### config.mk
export PLATFORM = sky130hd
export DESIGN_NAME = mul16_seq_flat
export DESIGN_NICKNAME = d
export VERILOG_FILES = /design/src/rtl/mul16_seq_if.sv /design/src/rtl/mul16_seq.sv /design/src/flat_wrapper.sv
export SDC_FILE = /design/constraint.sdc
export NUM_CORES = 1
export LEC_CHECK = 0
export CORE_MARGIN = 10
export CORE_UTILIZATION = 42
export DETAILED_ROUTE_END_ITERATION = 12
export PLACE_DENSITY = 0.67
export SETUP_SLACK_MARGIN = 0.15
export SYNTH_ARGS = -nofsm -noshare
export SYNTH_HDL_FRONTEND = slang
export SYNTH_SLANG_ARGS = --single-unit
export TNS_END_PERCENT = 1
### constraint.sdc
create_clock -name clk -period 5.15 [get_ports clk]
set_input_delay 1.03 -clock clk [delete_from_list [all_inputs] [get_ports clk]]
set_output_delay 1.03 -clock clk [all_outputs]
set_load 0.005 [all_outputs]
### src/rtl/mul16_seq_if.sv
// Bundle of the multiplier's request/result signals, shared by the
// requester (master) and the multiplier (slave).
//
// Handshake: the master raises start with operands a/b valid in the same
// cycle; the multiplier accepts on the rising edge only when it is not busy
// (IDLE or DONE). start seen while busy is ignored. After acceptance busy
// stays high for WIDTH cycles, then done pulses for one cycle together with
// a fresh product/lo/ovf, which then hold until the next done pulse.
// state is a debug view of the controller state.
interface mul16_seq_if #(
  parameter int WIDTH = 16
);
  logic                 start;
  logic [WIDTH-1:0]     a;
  logic [WIDTH-1:0]     b;
  logic                 busy;
  logic                 done;
  logic [2*WIDTH-1:0]   product;
  logic [WIDTH-1:0]     lo;
  logic                 ovf;
  logic [1:0]           state;

  modport master (
    output start, a, b,
    input  busy, done, product, lo, ovf, state
  );

  modport slave (
    input  start, a, b,
    output busy, done, product, lo, ovf, state
  );
endinterface

### src/rtl/mul16_seq.sv
// Sequential shift-add unsigned multiplier. One add/shift step per clock
// through a (WIDTH+1)-bit adder; WIDTH steps per product, no early exit.
module mul16_seq #(
  parameter int WIDTH = 16
) (
  input  logic        clk,
  input  logic        reset,
  mul16_seq_if.slave  bus
);

  localparam int CW = (WIDTH > 1) ? $clog2(WIDTH) : 1;

  typedef enum logic [1:0] {
    S_IDLE = 2'd0,
    S_RUN  = 2'd1,
    S_DONE = 2'd2
  } state_t;

  state_t             state_q;
  logic [WIDTH-1:0]   mcand_q;
  logic [WIDTH-1:0]   acc_hi_q;
  logic [WIDTH-1:0]   acc_lo_q;
  logic [CW-1:0]      count_q;
  logic [2*WIDTH-1:0] product_q;
  logic               ovf_q;
  logic               busy_q;
  logic               done_q;

  logic [WIDTH:0]     sum_d;
  logic [WIDTH-1:0]   acc_hi_d;
  logic [WIDTH-1:0]   acc_lo_d;
  logic [CW-1:0]      count_d;
  logic               last_d;

  // One iteration: conditional add of the multiplicand, then shift the
  // whole {carry, acc_hi, acc_lo} right by one so the carry is kept.
  always_comb begin
    sum_d    = {1'b0, acc_hi_q};
    if (acc_lo_q[0]) begin
      sum_d  = {1'b0, acc_hi_q} + {1'b0, mcand_q};
    end
    acc_hi_d = sum_d[WIDTH:1];
    acc_lo_d = {sum_d[0], acc_lo_q[WIDTH-1:1]};
    count_d  = count_q + CW'(1);
    last_d   = (count_q == CW'(WIDTH - 1));
  end

  // Controller and datapath registers; outputs are all registered.
  always_ff @(posedge clk or posedge reset) begin
    if (reset) begin
      state_q   <= S_IDLE;
      mcand_q   <= '0;
      acc_hi_q  <= '0;
      acc_lo_q  <= '0;
      count_q   <= '0;
      product_q <= '0;
      ovf_q     <= 1'b0;
      busy_q    <= 1'b0;
      done_q    <= 1'b0;
    end else begin
      done_q <= 1'b0;
      case (state_q)
        S_IDLE, S_DONE: begin
          if (bus.start) begin
            mcand_q  <= bus.a;
            acc_hi_q <= '0;
            acc_lo_q <= bus.b;
            count_q  <= '0;
            busy_q   <= 1'b1;
            state_q  <= S_RUN;
          end else begin
            state_q  <= S_IDLE;
          end
        end
        S_RUN: begin
          acc_hi_q <= acc_hi_d;
          acc_lo_q <= acc_lo_d;
          count_q  <= count_d;
          if (last_d) begin
            product_q <= {acc_hi_d, acc_lo_d};
            ovf_q     <= |acc_hi_d;
            busy_q    <= 1'b0;
            done_q    <= 1'b1;
            state_q   <= S_DONE;
          end
        end
        default: begin
          busy_q  <= 1'b0;
          state_q <= S_IDLE;
        end
      endcase
    end
  end

  assign bus.busy    = busy_q;
  assign bus.done    = done_q;
  assign bus.product = product_q;
  assign bus.lo      = product_q[WIDTH-1:0];
  assign bus.ovf     = ovf_q;
  assign bus.state   = state_q;

endmodule

### src/flat_wrapper.sv
// flat-port wrapper written by rule: the top's interface ports become plain ports
module mul16_seq_flat 
#(
  parameter int WIDTH = 16
)
  (clk, reset, bus_start, bus_a, bus_b, bus_busy, bus_done, bus_product, bus_lo, bus_ovf, bus_state);
  mul16_seq_if #(.WIDTH(WIDTH)) bus_i ();
  input  logic clk;
  input  logic reset;
  input wire logic [$bits(bus_i.start)-1:0] bus_start;
  input wire logic [$bits(bus_i.a)-1:0] bus_a;
  input wire logic [$bits(bus_i.b)-1:0] bus_b;
  output wire logic [$bits(bus_i.busy)-1:0] bus_busy;
  output wire logic [$bits(bus_i.done)-1:0] bus_done;
  output wire logic [$bits(bus_i.product)-1:0] bus_product;
  output wire logic [$bits(bus_i.lo)-1:0] bus_lo;
  output wire logic [$bits(bus_i.ovf)-1:0] bus_ovf;
  output wire logic [$bits(bus_i.state)-1:0] bus_state;
  assign bus_i.start = bus_start;
  assign bus_i.a = bus_a;
  assign bus_i.b = bus_b;
  assign bus_busy = bus_i.busy;
  assign bus_done = bus_i.done;
  assign bus_product = bus_i.product;
  assign bus_lo = bus_i.lo;
  assign bus_ovf = bus_i.ovf;
  assign bus_state = bus_i.state;
  mul16_seq #(.WIDTH(WIDTH)) u_core (.clk(clk), .reset(reset), .bus(bus_i));
endmodule
==> results by group <==
Outcome
  – Status: completed

Worst setup path
  – Startpoint Class: flop
  – Ordered list of cells on the worst path: nand2b_1, or2_2, inv_2, and3_1, and3_1, and4_1, and4_1, nor4bb_1, a31oi_1
  – Worst R2R Start: u_core.bus.state[0]
  – Critical path peak fanout: 46
  – Worst reg2reg setup slack: 1.82 ns
  – WP data required: 5.43 ns
  – CP max stage cell: or2_2
  – CP max stage delay: 0.81 ns
  – Crit. End Element: flop
  – Crit path DAT: 3.61 ns
  – Crit path kind: reg -> reg
  – CP Launch Point: u_core.bus.state[0]

Clock tree
  – CTS tree: yes
  – Clk sinks: 89
  – Clk slew on worst S/H paths: 0.09 ns
  – Hold_buf cts: 0
  – H-tree Lvls: 3
  – Resized cells post-CTS: 0
  – CTS Buf Count: 9
  – Max Root-Sink Buffers: 2
  – Buffer count from post-CTS setup fixing: 0
  – Worst-skew pair later-pin latency: 0.36 ns
  – Root buffer cell: clkbuf_8

Timing
  – Max Transition Viols Final: 0
  – Fmax: 300 MHz
  – Fin worst setup slack: 1.82 ns
  – Post-route clock skew: 0.0136 ns
  – Unrepaired setup endpoints after global routing: no
  – Max transition margin: 30.5%
  – Worst Tran Pin Value: 1.04 ns
  – Setup TNS Final: 0 ns
  – Final min period: 3.33 ns
  – Final period utilization: 64.7%
  – Setup violators final: 0
  – Final Hold Vio Count: 0

Power and ir drop
  – Power consumption: 0.00370 W
  – Pwr per Cell Area: 672 nW/um^2
  – Lkg Pwr: 2.47 nW
  – VDD IR max: 0.245 mV

Synthesis
  – Yosys cell types: 52
  – Post-Syn Area: 4410 um^2
  – Post-synthesis sequential area ratio: 50.5%
  – Synth top area cells: dfrtp_1 50%, nand2_1 10%, ha_1 4.8%
  – Ys flop type: dfrtp_1
  – Top-count cell post-synth: nand2_1
  – Post-synth top cells: 118 x nand2_1, 89 x dfrtp_1, 37 x o21ai_0
  – Syn nets: 500
  – Area leader, netlist: dfrtp_1
  – Yosys top cell area share: 50.5%
  – Synthesized netlist cell count: 447
  – Synthesis Warnings: 0
  – Post-synth EDFFs: 0
  – Mapped Avg Cell Area: 9.88 um^2
  – Post-synth ARST share: 100%
  – FF+latch count, synth: 89

Finish
  – Layout area overhead: 24.6%
  – Layout cells sized above 1: 9.86%
  – Layout net count: 565
  – Fin cells: 653
  – Fillers: 960
  – Ant. Diodes: 0

Detailed routing
  – WL final: 10900 um
  – Via density: 5.29
  – 1st-pass router iterations: 5
  – First DRT Iteration DRCs: 262
  – Post-DR wirelength/cell: 16.7 um
  – Residual DRC count: 0
  – DR vias: 3457
  – Antenna-violating nets left: 0

Global routing
  – Total congestion overflow: 0
  – Vias in the first global route: 3617
  – Initial antenna violation count: 0
  – Largest net degree at the start of global routing: 61
  – First-pass GRT wire length: 18300 um
  – All-Layer GR Usage: 15.1%

Placed design
  – Gpl congestion: 0.842
  – Dpl cells: 637
  – Pre-CTS setup slack: 1.79 ns
  – Port bufs: 87
  – DPL Wire Length: 7770 um

Die
  – Initial Util: 43.0%
  – Ports: 88
  – Die height: 123 um
  – Chip Width: 123 um
  – Core ar.: 10300 um^2
  – Die ar.: 15000 um^2
  – FP Rows: 37

Hold path
  – Min-delay src: u_core.bus.product[20]
  – Hold crit path type: reg -> reg

Job
  – # Max-Cap Violations: 0
## layout by cell type (no fill, tap or decap), drive strengths merged, types with 2 or more instances in the layout
master / n
inv: 11
buf: 4
nor3: 4
clkinvlp: 2
clkinv: 2
and3: 2
o21ai: 38
a22oi: 15
a221oi: 4
or3: 2
ha: 17
o211ai: 7
and4: 2
nand3b: 2
nor2b: 3
a21oi: 12
nor2: 11
mux2i: 8
o311a: 2
a221o: 2
a211oi: 7
a21o: 5
a22o: 4
nand3: 2
nand4: 2
clkdlybuf4s50: 87
xor2: 4
mux2: 17
nand2: 118
or2: 2
clkbuf: 9
nand2b: 3
o2111a: 2
xnor2: 4
dfrtp: 89
## cells by family after synthesis
kind of cell,count (synthesis),share of synthesized area [%]
flops,89,50.5
fa+ha+maj,18,5.27
simple gates,154,14.7
xor+xnor,8,1.59
compound gates,107,16.5
mux,25,6.15
buf+inv,46,5.30
## sequential cells by signal (all words and copies together), names as in the netlist
register / flops
u_core.bus.product: 32
u_core.acc_hi_q: 16
u_core.acc_lo_q: 16
u_core.mcand_q: 16
u_core.count_q: 4
u_core.bus.state: 2
u_core.bus.busy: 1
u_core.bus.done: 1
u_core.bus.ovf: 1
## final cells by class
type / instances / area (um^2) / share of cell area [%]
sequential: 89 / 2230 / 40.5
multi-input combinational: 312 / 1970 / 35.7
timing repair buffer: 91 / 901 / 16.4
tap: 136 / 170 / 3.09
clock buffer: 9 / 124 / 2.25
clock inverter: 7 / 76.3 / 1.39
inverter: 9 / 35.0 / 0.637
## worst max-delay path, delay by kind of cell (launching register included)
kind / cells / cell delay (ns)
flip-flops: 1 / 0.46
AO/OA/AOI/OAI: 1 / 0.15
AND/OR/NAND/NOR: 7 / 2.28
buffers and inverters: 1 / 0.37
## worst paths after layout
check / cells after the start / end
setup / recovery: 9 / u_core.bus.ovf
hold / removal: 2 / u_core.bus.product[20]
setup reg to reg: 9 / u_core.bus.ovf
hold reg to reg: 2 / u_core.bus.product[20]
max in group asynchronous: 3 / u_core.acc_lo_q[9]
min in group asynchronous: 2 / u_core.bus.product[1]
## where the power goes
group          internal (W)  leakage, nW  switching, W
Clock              0.000229       0.0966      0.000266
Sequential          0.00102         1.12      0.000271
Combinational      0.000953         1.25      0.000957
Total               0.00220         2.47       0.00149
## per-layer routing
layer | routed length [um] | GRT usage [%]
met1 | 4960 | 19.7
met5 | 0 | 0
met2 | 5220 | 23.8
met4 | 104 | 4.12
met3 | 612 | 4.55
## metrics by stage
stage                     hold slack [ns]  instance area [um^2]  util [%]
after floorplan                     0.458                  4410         -
after global placement              0.465                  5300      51.6
after detailed placement            0.472                  5300      51.6
after CTS                           0.492                  5500      53.5
after global routing                0.512                  5500      53.5
final                               0.484                  5500      53.5
(Power assumes the default switching activity.)
